[src/rtl/kes_cpu_pkg.sv]
// kes_cpu_pkg: shared state encoding and instruction-field helpers for kes_subneg_cpu.
// Field layout (low to high): target | src2 | src1 | dest, each AW bits wide.
package kes_cpu_pkg;
  typedef enum logic [2:0] {IDLE, FETCH, RD_S1, RD_S2, EXEC, WR_D, HALT} state_t;
  function automatic int dest_lsb(input int aw);
    return 3 * aw;
  endfunction
  function automatic int src1_lsb(input int aw);
    return 2 * aw;
  endfunction
  function automatic int src2_lsb(input int aw);
    return aw;
  endfunction
  // All four address fields must fit inside one data word.
  function automatic bit fields_fit(input int dw, input int aw);
    return dw >= 4 * aw;
  endfunction
endpackage

[src/rtl/kes_mem_req.sv]
// kes_mem_req: one-outstanding start/done handshake sequencer.
// Ports: req_i pulse launches an access with addr_i/wdata_i/write_i, which are
// registered onto mem_*_o and held until mem_done_i; ack_o flags the completing
// cycle and rdata_o carries the read word valid alongside ack_o.
module kes_mem_req #(
  parameter int DW = 32,
  parameter int AW = 8
) (
  input  logic          clk_i,
  input  logic          rst_ni,
  input  logic          req_i,
  input  logic [AW-1:0] addr_i,
  input  logic [DW-1:0] wdata_i,
  input  logic          write_i,
  input  logic          mem_done_i,
  input  logic [DW-1:0] mem_rdata_i,
  output logic          mem_start_o,
  output logic          mem_write_o,
  output logic [AW-1:0] mem_addr_o,
  output logic [DW-1:0] mem_wdata_o,
  output logic          ack_o,
  output logic [DW-1:0] rdata_o
);
  logic          start_q, start_d, write_q, write_d;
  logic [AW-1:0] addr_q, addr_d;
  logic [DW-1:0] wdata_q, wdata_d;
  // done outside an active request is ignored
  assign ack_o   = start_q & mem_done_i;
  assign rdata_o = mem_rdata_i;
  always_comb begin
    start_d = req_i ? 1'b1 : (ack_o ? 1'b0 : start_q);
    addr_d  = req_i ? addr_i : addr_q;
    wdata_d = req_i ? wdata_i : wdata_q;
    write_d = req_i ? write_i : write_q;
  end
  always_ff @(posedge clk_i or negedge rst_ni) begin
    if (!rst_ni) begin
      start_q <= 1'b0;
      write_q <= 1'b0;
      addr_q  <= '0;
      wdata_q <= '0;
    end else begin
      start_q <= start_d;
      write_q <= write_d;
      addr_q  <= addr_d;
      wdata_q <= wdata_d;
    end
  end
  assign mem_start_o = start_q;
  assign mem_write_o = write_q;
  assign mem_addr_o  = addr_q;
  assign mem_wdata_o = wdata_q;
endmodule

[src/rtl/kes_subneg_cpu.sv]
// kes_subneg_cpu: subtract-and-branch-if-negative CPU on a start/done word memory.
// Ports: clock/reset_n (async active-low), run gates new instructions; mem_*
// is the memory handshake; pc/ir/halted/retired expose architectural state.
module kes_subneg_cpu
  import kes_cpu_pkg::*;
#(
  parameter int DW         = 32,
  parameter int AW         = 8,
  parameter int HALT_PC    = 2**AW - 1,
  parameter bit BRANCH_LEQ = 1'b0,
  parameter int CNT_W      = 16
) (
  input  logic             clock,
  input  logic             reset_n,
  input  logic             run,
  output logic [AW-1:0]    mem_addr,
  output logic [DW-1:0]    mem_wdata,
  input  logic [DW-1:0]    mem_rdata,
  output logic             mem_write,
  output logic             mem_start,
  input  logic             mem_done,
  output logic [AW-1:0]    pc,
  output logic [DW-1:0]    ir,
  output logic             halted,
  output logic [CNT_W-1:0] retired
);
  if (!fields_fit(DW, AW)) begin : g_bad_widths
    $error("kes_subneg_cpu: DW must be at least 4*AW");
  end
  localparam logic [AW-1:0] HALT_ADDR = AW'(HALT_PC);
  state_t           state_q, state_d;
  logic [AW-1:0]    pc_q, req_addr, dest, src1, src2, target;
  logic [DW-1:0]    ir_q, s1_q, s2_q, d_q, rdata;
  logic [CNT_W-1:0] retired_q;
  logic             req, ack, take, req_write;
  assign dest   = ir_q[dest_lsb(AW) +: AW];
  assign src1   = ir_q[src1_lsb(AW) +: AW];
  assign src2   = ir_q[src2_lsb(AW) +: AW];
  assign target = ir_q[AW-1:0];
  // d_q is written in EXEC, so during WR_D it is always this instruction's result
  assign take      = d_q[DW-1] | (BRANCH_LEQ & ~|d_q);
  assign req_addr  = state_q == RD_S1 ? src1 : state_q == RD_S2 ? src2 : state_q == WR_D ? dest : pc_q;
  assign req_write = state_q == WR_D;
  always_comb begin
    state_d = state_q;
    req     = 1'b0;
    case (state_q)
      IDLE: begin
        state_d = pc_q == HALT_ADDR ? HALT : (run && !mem_done) ? FETCH : IDLE;
        req     = pc_q != HALT_ADDR && run && !mem_done;
      end
      // a follow-on access launches only once done has been seen low again
      FETCH, RD_S1, RD_S2, WR_D: begin
        req     = !mem_start && !mem_done;
        state_d = !ack ? state_q : state_q == FETCH ? RD_S1 : state_q == RD_S1 ? RD_S2 :
                  state_q == RD_S2 ? EXEC : IDLE;
      end
      EXEC:    state_d = WR_D;
      default: state_d = state_q;
    endcase
  end
  kes_mem_req #(.DW(DW), .AW(AW)) u_req (
    .clk_i(clock), .rst_ni(reset_n), .req_i(req), .addr_i(req_addr), .wdata_i(d_q),
    .write_i(req_write), .mem_done_i(mem_done), .mem_rdata_i(mem_rdata),
    .mem_start_o(mem_start), .mem_write_o(mem_write), .mem_addr_o(mem_addr),
    .mem_wdata_o(mem_wdata), .ack_o(ack), .rdata_o(rdata)
  );
  always_ff @(posedge clock or negedge reset_n) begin
    if (!reset_n) begin
      state_q   <= IDLE;
      pc_q      <= '0;
      ir_q      <= '0;
      s1_q      <= '0;
      s2_q      <= '0;
      d_q       <= '0;
      retired_q <= '0;
    end else begin
      state_q <= state_d;
      if (ack && state_q == FETCH) begin
        ir_q <= rdata;
        pc_q <= pc_q + AW'(1);
      end
      if (ack && state_q == RD_S1) s1_q <= rdata;
      if (ack && state_q == RD_S2) s2_q <= rdata;
      if (state_q == EXEC) d_q <= s1_q - s2_q;
      if (ack && state_q == WR_D) begin
        if (take) pc_q <= target;
        retired_q <= retired_q + CNT_W'(1);
      end
    end
  end
  assign pc      = pc_q;
  assign ir      = ir_q;
  assign halted  = state_q == HALT;
  assign retired = retired_q;
endmodule

[config.mk]
export PLATFORM = sky130hd
export DESIGN_NAME = kes_subneg_cpu
export DESIGN_NICKNAME = d
export VERILOG_FILES = /design/src/rtl/kes_cpu_pkg.sv /design/src/rtl/kes_mem_req.sv /design/src/rtl/kes_subneg_cpu.sv
export SDC_FILE = /design/constraint.sdc
export NUM_CORES = 1
export LEC_CHECK = 0
export BUFFER_PORTS_ARGS = -buffer_cell sky130_fd_sc_hd__buf_2
export CAP_MARGIN = 40
export CORE_UTILIZATION = 40
export CTS_CLUSTER_DIAMETER = 40
export DETAILED_ROUTE_END_ITERATION = 7
export GPL_ROUTABILITY_DRIVEN = 0
export HOLD_SLACK_MARGIN = 0.03
export PLACE_DENSITY_LB_ADDON = 0.3
export SLEW_MARGIN = 10
export SYNTH_ARGS = -nofsm -noshare
export SYNTH_HDL_FRONTEND = slang
export SYNTH_HIERARCHICAL = 1
export SYNTH_SLANG_ARGS = --single-unit
[constraint.sdc]
create_clock -name clock -period 6.7 [get_ports clock]
set_clock_uncertainty 0.1 [all_clocks]
set_input_delay 0.335 -clock clock [delete_from_list [all_inputs] [get_ports clock]]
set_output_delay 0.335 -clock clock [all_outputs]
set_load 0.01 [all_outputs]
* Word-level counts from Yosys, hierarchy flattened
Index checks and enable logic that the tools add are counted.
** Storage, ports and cells
- Bits of input ports :: 36
- Flip-flop bits (word level) :: 197
** Cells by class
- Reductions and logical operators :: 15
- Muxes and demuxes :: 16
- Add/sub/neg operators :: 3
- Eq/ne operators :: 9
- Bitwise logic cells :: 1
** Operators with widths (number)
- $mux 8 :: 6
- $sub 32x32->32 :: 1
- $add 16x1->16 const B :: 1
- $mux 3 :: 5
- $eq 3x3->1 const B :: 3
- $pmux 3 s3 :: 1
- $add 8x1->8 const B :: 1
- $eq 8x8->1 const B :: 1
- $logic_and 1x1->1 :: 8
- $ne 8x8->1 const B :: 1
- $eq 3x2->1 const B :: 2
- $reduce_or 4->1 :: 1
- $eq 3x1->1 const B :: 1
- $logic_not 3->1 :: 1
- $mux 1 :: 3
- $reduce_bool 3->1 :: 1
- $logic_not 1->1 :: 2
- $ne 2x2->1 const B :: 1
- $pmux 1 s2 :: 1
- $reduce_and 2->1 :: 1
- $reduce_bool 2->1 :: 1
- $and 1x1->1 :: 1

* Longest topological paths before layout
Gate-level depths: netlist of the first run.
- Depth after elaboration :: 6
- Depth in mapped cells :: 10
- Gate-level depth less buffers :: 10

* Hierarchy
The synthesis of the first run kept the hierarchy.
** Modules (own cells, without submodules)
- kes_subneg_cpu :: times used 1, area each 8185.4 sq um, seq. area each 3878.7 sq um, cells each 781
- kes_mem_req :: times used 1, area each 2008.2 sq um, seq. area each 1051.0 sq um, cells each 123

* Least setup slack after synthesis of the first run
OpenSTA, ideal clock, no wires.
- Path type :: reg-to-reg
- Start point :: register s2_q[0]
- End point :: register d_q[30]
- Library setup time :: 0.090 ns
- Path buffers :: 0
- Stages on the path, launching flop included :: 10
- Period minus slack after synthesis :: 2.649 ns
- Setup slack :: 4.051 ns
- Arrival :: 2.459 ns
- Cell sequence :: dfrtp_1 > ha_1 > fa_1 > nand2b_1 > a21oi_1 > o21ai_1 > o31ai_4 > a31oi_1 > or4_1 > o2111ai_1
** On the way
- Longest elaborated chain between the ends :: 1
** RTL lines
- start: declaration :: RTL line kes_subneg_cpu.sv:33 : logic [DW-1:0] ir_q, s1_q, s2_q, d_q, rdata;
- start signal: assignment :: RTL line kes_subneg_cpu.sv:84 : if (ack && state_q == RD_S2) s2_q <= rdata;
- $sub 32x32->32 :: RTL line kes_subneg_cpu.sv:85 : if (state_q == EXEC) d_q <= s1_q - s2_q;
- end signal: assignment :: RTL line kes_subneg_cpu.sv:85
- end: declaration :: RTL line kes_subneg_cpu.sv:33
No other way between the ends.
A chain may end at the register's enable or synchronous reset.

* Worst setup path after layout of the first run
Same ends and word-level chain as after synthesis.

==> run summary, run 1 <==
In the final layout, flip-flops and latches occupy 4930 µm². Global routing used 17.43% of the available tracks. The number of design rule violations left after detail routing came out at 0.

The starting utilization of the core area is 40.60%. The upper clock frequency limit is 335.6 MHz. The via count came out at 6825. The power density of the placed cells came out at 579.7 nW/µm². In the synthesized netlist the async set-or-reset flop fraction comes to 100.0%. The die covers 26130 µm². During synthesis, Yosys emitted a total of 6 warnings.

The worst ir drop on vdd is 0.2295 mV. STA classifies the critical path startpoint as a register. The post-CTS setup-driven buffer insertion count is 0. For this run, the register share of the synthesized area comes to 48.36%. The initial detailed-routing violation count is 323.

The worst hold-check slack came out at 53.10 ps. Measured against its own limit, the worst slew margin works out to 46.00%. For the pin with the worst max-slew slack, the measured transition is 807.1 ps. The worst register-to-register path begins at s2_q[0]$_DFFE_PN0P_. The share of the clock period used by the worst path is 44.48%. The register-to-register path setup slack came out at 3720 ps. The fill cell instance count of the final layout is 2433. The number of distinct library cell variants in the gate-level netlist after synthesis is 66.

The biggest fanout along the worst timing path came out at 4. The number of failing setup endpoints in the final timing report is 0. The number of synthesized flops with an enable pin came out at 0.

The most congested layer reported by global routing is met1. The count of input and output buffers came out at 134. The logic depth of the worst register-to-register path is 9. The critical path data arrival time is 3220 ps. For the worst setup path, the data required time is 6940 ps. The die outline width is 161.6 µm.

The area growth from synthesis to layout is 12.79%. TritonCTS built the clock tree. The worst setup path is captured at a register. The floorplan die height came out at 161.6 µm. The flow ran to the end, and the final reports show no timing, DRC or antenna violations. The area of all placed cells without fillers is 11500 µm².

After detailed routing, the number of vias per cell comes to 5.101. The number of antenna-violating nets in the routed design is 0. By area the synthesized netlist is led by sky130_fd_sc_hd__dfrtp_1, sky130_fd_sc_hd__mux2_2, sky130_fd_sc_hd__mux2_4. The largest net degree at the start of global routing is 69.

The multi-input logic area is 4632 µm². The clock transition at the register clock pins on the worst setup and hold paths after CTS is 70 ps. The insertion delay of the later-clocked pin in the worst-skew pair is 430 ps. The kind of critical path is register to register. Following the worst setup path forward leads to its endpoint at d_q[30]$_DFFE_PN0P_. The final total negative setup slack is 0 ps. The proportion of layout cells with a drive suffix above 1 is 29.27%.

The end of the worst register-to-register path is d_q[30]$_DFFE_PN0P_. The post-layout minimum cycle time came out at 2980 ps. The hold violation total from the final report came out at 0. Setup repair after global routing left no endpoint under its margin. The critical path launch point is s2_q[0]$_DFFE_PN0P_. In the synthesized netlist, the cells that appear most often are sky130_fd_sc_hd__dfrtp_1, sky130_fd_sc_hd__nand2_1, sky130_fd_sc_hd__mux2_2.

The post-layout instance count excluding filler cells is 1338. The initial antenna violation count came out at 0. The post-synthesis instance total is 904. The analysis attributes to cell leakage a power of 5.587 nW. Summed over all instances, the cell type with the most area after synthesis is sky130_fd_sc_hd__dfrtp_1.

For this run, global-route usage on met2 was measured as 25.35%. CTS built an H-tree with a depth of 4. The post-place instance area came out at 10910 µm². The deepest clock path buffer count came out at 2. The number of antenna repair diodes came out at 0. The most frequently used cell type in the post-synthesis netlist is sky130_fd_sc_hd__dfrtp_1.

The detailed placement HPWL is 16.48 mm. The final layout contains 1065 nets. The number of iterations in the first detailed-routing pass is 5.

The total wirelength of the detailed-routed design is 21.89 mm. The global-route wire length before repair is 35.72 mm. The synthesized area divided by synthesized cell count came out at 11.28 µm². Summing every instance area after synthesis gives 10190 µm². The number of max-cap violations is 0.

Clock tree synthesis inserted a total of 17 buffers. For this run, global-route usage on met3 was measured as 3.390%. The worst hold path belongs to the class primary input to register. The most used flip-flop cell after synthesis is sky130_fd_sc_hd__dfrtp_1. The number of clock sinks came out at 197. The tree is rooted in a sky130_fd_sc_hd__clkbuf_16. The number of instances in the placed design is 1305. The final-report max-slew violation count is 0. The number of register bits inferred by synthesis is 197. The total global routing overflow is 0. The via count of the first global-routing pass is 6584. The total area inside the core boundary comes to 25110 µm². Of the post-synthesis cell area, the dominant cell type holds 48.36%. The least setup slack across all paths after layout came out at 3720 ps. During I/O placement, the number of pins put on the boundary was 135. The wire length per cell after detailed routing is 16.36 µm. The met1 track demand over resource is 25.81%. The floorplan has 58 rows. The net count of the mapped netlist came out at 974.

At the placement stage, the worst setup path has a slack of 3741 ps.
==> how the worst min path moves through the flow <==
stage	from	end	slack (ps)	cells after the start
2_1_floorplan	reset_n	d_q[0]$_DFFE_PN0P_	-60	0
3_3_place_gp	d_q[0]$_DFFE_PN0P_	d_q[0]$_DFFE_PN0P_	360	2
3_5_place_dp	reset_n	retired[9]$_DFFE_PN0P_	220	1
4_1_cts	mem_rdata[28]	ir[28]$_DFFE_PN0P_	40	2
5_1_grt	mem_rdata[28]	s1_q[28]$_DFFE_PN0P_	50	2
6_report	mem_rdata[27]	s1_q[27]$_DFFE_PN0P_	50	2
==> kinds of logic after synthesis <==
logic type | share of synthesized area, %
xor gates and xnor gates | 3.781
and+or+nand+nor | 9.329
buffers and inverters | 6.432
DFF | 48.36
adders and majority gates | 4.247
muxes | 16.75
AOI/OAI and AO/OA | 11.10
==> metal layers <==
metal / up-vias / wire length (µm)
li1: 3364 / -
met1: 3255 / 11100
met2: 177 / 9295
met3: 29 / 1083
met4: 0 / 413
met5: - / 0
==> cell usage in the layout (no fill, tap or decap), types with 8 or more instances in the layout <==
| cell type | instances |
|---|---|
| sky130_fd_sc_hd__dfrtp_1 | 197 |
| sky130_fd_sc_hd__buf_2 | 133 |
| sky130_fd_sc_hd__nand2_1 | 87 |
| sky130_fd_sc_hd__mux2_2 | 66 |
| sky130_fd_sc_hd__inv_1 | 39 |
| sky130_fd_sc_hd__mux2_4 | 39 |
| sky130_fd_sc_hd__a21oi_1 | 38 |
| sky130_fd_sc_hd__o21ai_0 | 33 |
| sky130_fd_sc_hd__ha_1 | 33 |
| sky130_fd_sc_hd__nor2_1 | 31 |
| sky130_fd_sc_hd__mux2_1 | 31 |
| sky130_fd_sc_hd__o21ai_1 | 28 |
| sky130_fd_sc_hd__xnor2_1 | 24 |
| sky130_fd_sc_hd__xor2_1 | 20 |
| sky130_fd_sc_hd__clkbuf_16 | 17 |
| sky130_fd_sc_hd__nand4_1 | 16 |
| sky130_fd_sc_hd__nand3_1 | 12 |
| sky130_fd_sc_hd__nor3_1 | 11 |
| sky130_fd_sc_hd__a21o_1 | 10 |
| sky130_fd_sc_hd__o22ai_1 | 8 |
| sky130_fd_sc_hd__a221oi_1 | 8 |
| sky130_fd_sc_hd__o21a_1 | 8 |
==> power breakdown <==
group          internal [W]  switching (W)  total [W]
Sequential          0.00173       0.000428    0.00216
Combinational       0.00162        0.00188    0.00350
Clock              0.000533       0.000470    0.00100
==> layout make-up <==
class | count | area share, %
Sequential cell | 197 | 42.88
Tap cell | 330 | 3.591
Clock inverter | 14 | 1.219
Timing Repair Buffer | 143 | 6.867
Clock buffer | 18 | 3.820
Inverter | 41 | 1.339
Multi-Input combinational cell | 595 | 40.29
==> flip-flops by register name, summed over array words and instances, names as in the netlist <==
register,cells
d_q,32
s2_q,32
retired,16
u_req/mem_write_o,1
u_req/mem_start_o,1
u_req/mem_wdata_o,32
u_req/mem_addr_o,8
pc,8
ir,32
state_q,3
s1_q,32
==> critical path: stages (launching register included) <==
cell                        delay (ps)
sky130_fd_sc_hd__dfrtp_1           390
sky130_fd_sc_hd__ha_1              210
sky130_fd_sc_hd__fa_1              400
sky130_fd_sc_hd__nand2b_1          170
sky130_fd_sc_hd__a21oi_1           250
sky130_fd_sc_hd__o21ai_1           210
sky130_fd_sc_hd__o31ai_4           290
sky130_fd_sc_hd__a31oi_1           210
sky130_fd_sc_hd__or4_1             550
sky130_fd_sc_hd__o2111ai_1         110
==> timing repair <==
action,4_1_cts,5_1_grt
resized for setup,0,0
hold buffers,1,0
hold endpoints to repair,52,0
==> through the flow <==
step / util [%] / power (W)
6_report: 45.79 / 0.006665
5_1_grt: 45.79 / 0.007209
4_1_cts: 45.79 / 0.006711
3_5_place_dp: 43.44 / 0.005676
3_3_place_gp: 43.22 / 0.005624
2_1_floorplan: - / 0.004789
(Power assumes the default switching activity.)
==> run 2: changes to the inputs <==
clock period = 2.6 ns   (was 6.7 ns; I/O delays follow)
==> run 2 against run 1 <==
Against the previous run:
- combinational power increased to 2.9 times the previous value
- setup slack got worse by 3600 ps
- cell count increased by 5.2%
- worst hold slack improved by 28 ps
- flip-flop and latch count unchanged
==> run summary, run 2 (same netlist as run 1, synthesis figures left out) <==
The worst setup path is of the register to register kind. The share of the clock period used by the worst path was 97.28% (+53 points). The deepest clock path buffer count is 2 (unchanged). The fill cell instance count of the final layout is 2343 (-3.7%).

The share of total power in sequential cells is 29.9% (-2.5 points). The tree is rooted in a sky130_fd_sc_hd__clkbuf_16. The setup slack at placement is -125.7 ps (-3867 ps). The floorplan die height came out at 161.6 µm (unchanged). The sum of buffers and inverters on the critical path came out at 0 (unchanged). The leakage dissipation is 5.906 nW (+5.7%).

Setup repair after global routing could not meet its margin everywhere. Walking the worst path, the cells encountered are ha_1, or3_1, a31oi_2, a211oi_2, o41a_1, a311o_1, xnor2_1, o21ai_1. The flow ran to the end, and the final reports show no timing, DRC or antenna violations. The type of element capturing the critical path is a register.

The number of design rule violations left after detail routing came out at 0 (unchanged). The global-route total usage across every layer came out at 18.37% (+0.95 points). TritonCTS built the clock tree. The required time of the worst setup path is 2800 ps (-4140 ps). The via count came out at 7164 (+5.0%). The worst stage delay on the critical path came out at 400 ps (-150 ps). The number of iterations in the first detailed-routing pass is 6 (+1). The standard cell core area is 25110 µm² (unchanged).

The overall power after layout is 0.01825 W (+170%). The internal power of the cells came out at 0.01068 W (+170%). For this design, the slowest cell found on the critical path is sky130_fd_sc_hd__o41a_1. The synthesis-to-layout area growth is 19.76%. The type of the worst min-delay path is primary input to register. The initial antenna violation count came to 0 (unchanged). The combinational cell fraction of total power came to 56.0% (+3.5 points). The number of failing setup endpoints in the final timing report came out at 0 (unchanged). The most frequent standard cell in the layout excluding fill and tap cells is sky130_fd_sc_hd__dfrtp_1. The post-place instance area is 11190 µm² (+2.6%). The critical path data arrival time came out at 2730 ps (-490 ps). The final total negative setup slack came to 0 ps (unchanged). The hold violation total from the final report is 0 (unchanged). The clock transition at the register clock pins on the worst setup and hold paths after CTS came out at 70 ps (about the same). The proportion of layout cells with a drive suffix above 1 came out at 32.03% (+2.8 points). The die outline width came out at 161.6 µm (unchanged). The count of nets after finishing came out at 1135 (+6.6%). The maximum level of the CTS H-tree is 4 (unchanged). The number of max-cap violations came out at 0 (unchanged). The total global routing overflow came to 0 (unchanged). The post-layout minimum cycle time came out at 2529 ps (-450.6 ps). The count of input and output buffers came out at 134 (unchanged). The worst slew margin relative to its limit came to 60.21% (+14 points). The number of clock sinks is 197 (unchanged). The least setup slack across all paths after layout is 70.64 ps (-3649 ps). Grouping stages by cell kind, the critical path spends the most delay in compound AO/OA/AOI/OAI gates. The number of antenna-violating nets in the routed design came to 0 (unchanged). The worst ir drop on vdd is 0.5878 mV (+160%). The floorplan die area came out at 26130 µm² (unchanged). The cell row count is 58 (unchanged).

The biggest fanout along the worst timing path is 2 (-2). The wire length per cell after detailed routing came out at 16.41 µm (+0.28%). The detailed placement HPWL was 16.95 mm (+2.9%). The library cells used most frequently in the layout, excluding fill and tap cells, are sky130_fd_sc_hd__dfrtp_1, sky130_fd_sc_hd__buf_2, sky130_fd_sc_hd__nand2_1.

The number of antenna repair diodes was 0 (unchanged). The insertion delay of the later-clocked pin in the worst-skew pair came out at 440 ps (about the same). The worst hold-check slack came out at 81.55 ps (+28.46 ps). The total wirelength of the detailed-routed design came out at 23.09 mm (+5.4%). The net switching power was 0.007564 W (+170%).

The via count of the first global-routing pass came out at 7081 (+7.5%). The number of buffers created by CTS came out at 17 (unchanged). The share of total power consumed by net switching came to 41.46% (-0.21 points). The global-route wire length before repair is 37.81 mm (+5.8%). The upper clock frequency limit came out at 395.4 MHz (+18%). The area of all placed cells without fillers came out at 12210 µm² (+6.2%). STA classifies the critical path startpoint as a register. The number of top-level design ports came out at 135 (unchanged). The starting utilization of the core area was 40.60% (unchanged). The share of power burned in the clock network came out at 14.1% (-1.0 points). The power density of the placed cells came out at 1495 nW/µm² (+160%). The initial detailed-routing violation count came to 289 (-11%). The largest net degree at the start of global routing is 72 (+4.3%). The routed via count divided by cell count came out at 5.092 (-0.18%). The actual transition at the worst max-transition pin was 596.8 ps (-210.3 ps). The final-report max-slew violation count is 0 (unchanged).
run 2: cell types whose count changed in the layout (fill, tap and decap cells not counted), sizes merged:
cell	delta
dlygate4sd3	+33
clkinv	-4
buf	+37
bufinv	-1
clkbuf	+4
run 2: final cells by class:
cell class              instances  area [µm²]  area share (%)
repair buffers                213        1420           11.63
flip-flops and latches        197        4930           40.38
clock inverters                 9       85.08          0.6969
inverters                      41       153.9           1.261
multi-input cells             595        4722           38.68
well taps                     330       412.9           3.382
clock buffers                  22       484.2           3.966
run 2: path summary, 6_finish.rpt:
path,slack [ps],to,startpoint,depth (start not counted)
worst min-delay path,80,state_q[0]$_DFFE_PN0P_,run,5
max in group asynchronous,1490,retired[10]$_DFFE_PN0P_,reset_n,3
worst max register to register,70,d_q[31]$_DFFE_PN0P_,s1_q[24]$_DFFE_PN0P_,8
worst max-delay path,70,d_q[31]$_DFFE_PN0P_,s1_q[24]$_DFFE_PN0P_,8
worst min register to register,370,retired[15]$_DFFE_PN0P_,retired[15]$_DFFE_PN0P_,1
min in group asynchronous,150,ir[0]$_DFFE_PN0P_,reset_n,2
run 2: worst reg2reg max path, cell delays in order, from the launching register on:
cell and delay (ps):
sky130_fd_sc_hd__dfrtp_1 390, sky130_fd_sc_hd__ha_1 310, sky130_fd_sc_hd__or3_1 330, sky130_fd_sc_hd__a31oi_2 230, sky130_fd_sc_hd__a211oi_2 70, sky130_fd_sc_hd__o41a_1 400, sky130_fd_sc_hd__a311o_1 350, sky130_fd_sc_hd__xnor2_1 150
sky130_fd_sc_hd__o21ai_1 80
run 2: routing by layer:
layer / routed length (µm) / track usage, % / vias up
li1: - / - / 3506
met1: 11540 / 26.59 / 3450
met2: 10020 / 27.25 / 178
met3: 965 / 3.030 / 30
met4: 563 / 7.547 / 0
met5: 0 / 0 / -
run 2: repair_timing:
action / in CTS / in global routing
hold buffers: 34 / 0
endpoints found under the setup margin: 3 / 9
resized for setup: 6 / 11
gates cloned: 0 / 0
hold endpoints to repair: 165 / 0
pin swaps: 5 / 7
buffers inserted: 1 / 2
run 2: through the flow:
step,std cells,util [%]
after floorplan,904,-
after global routing,1407,48.62
final,1407,48.62
after global placement,1339,44.57
after detailed placement,1339,44.57
after CTS,1405,48.36
run 2: power by group through the flow:
stage | registers (W) | clock network (W) | logic [W]
floorplan | 0.00553 | 0 | 0.00685
global placement | 0.00549 | 0 | 0.00960
detailed placement | 0.00551 | 0 | 0.00973
CTS | 0.00547 | 0.00266 | 0.0100
global route | 0.00566 | 0.00276 | 0.0113
finish | 0.00545 | 0.00257 | 0.0102
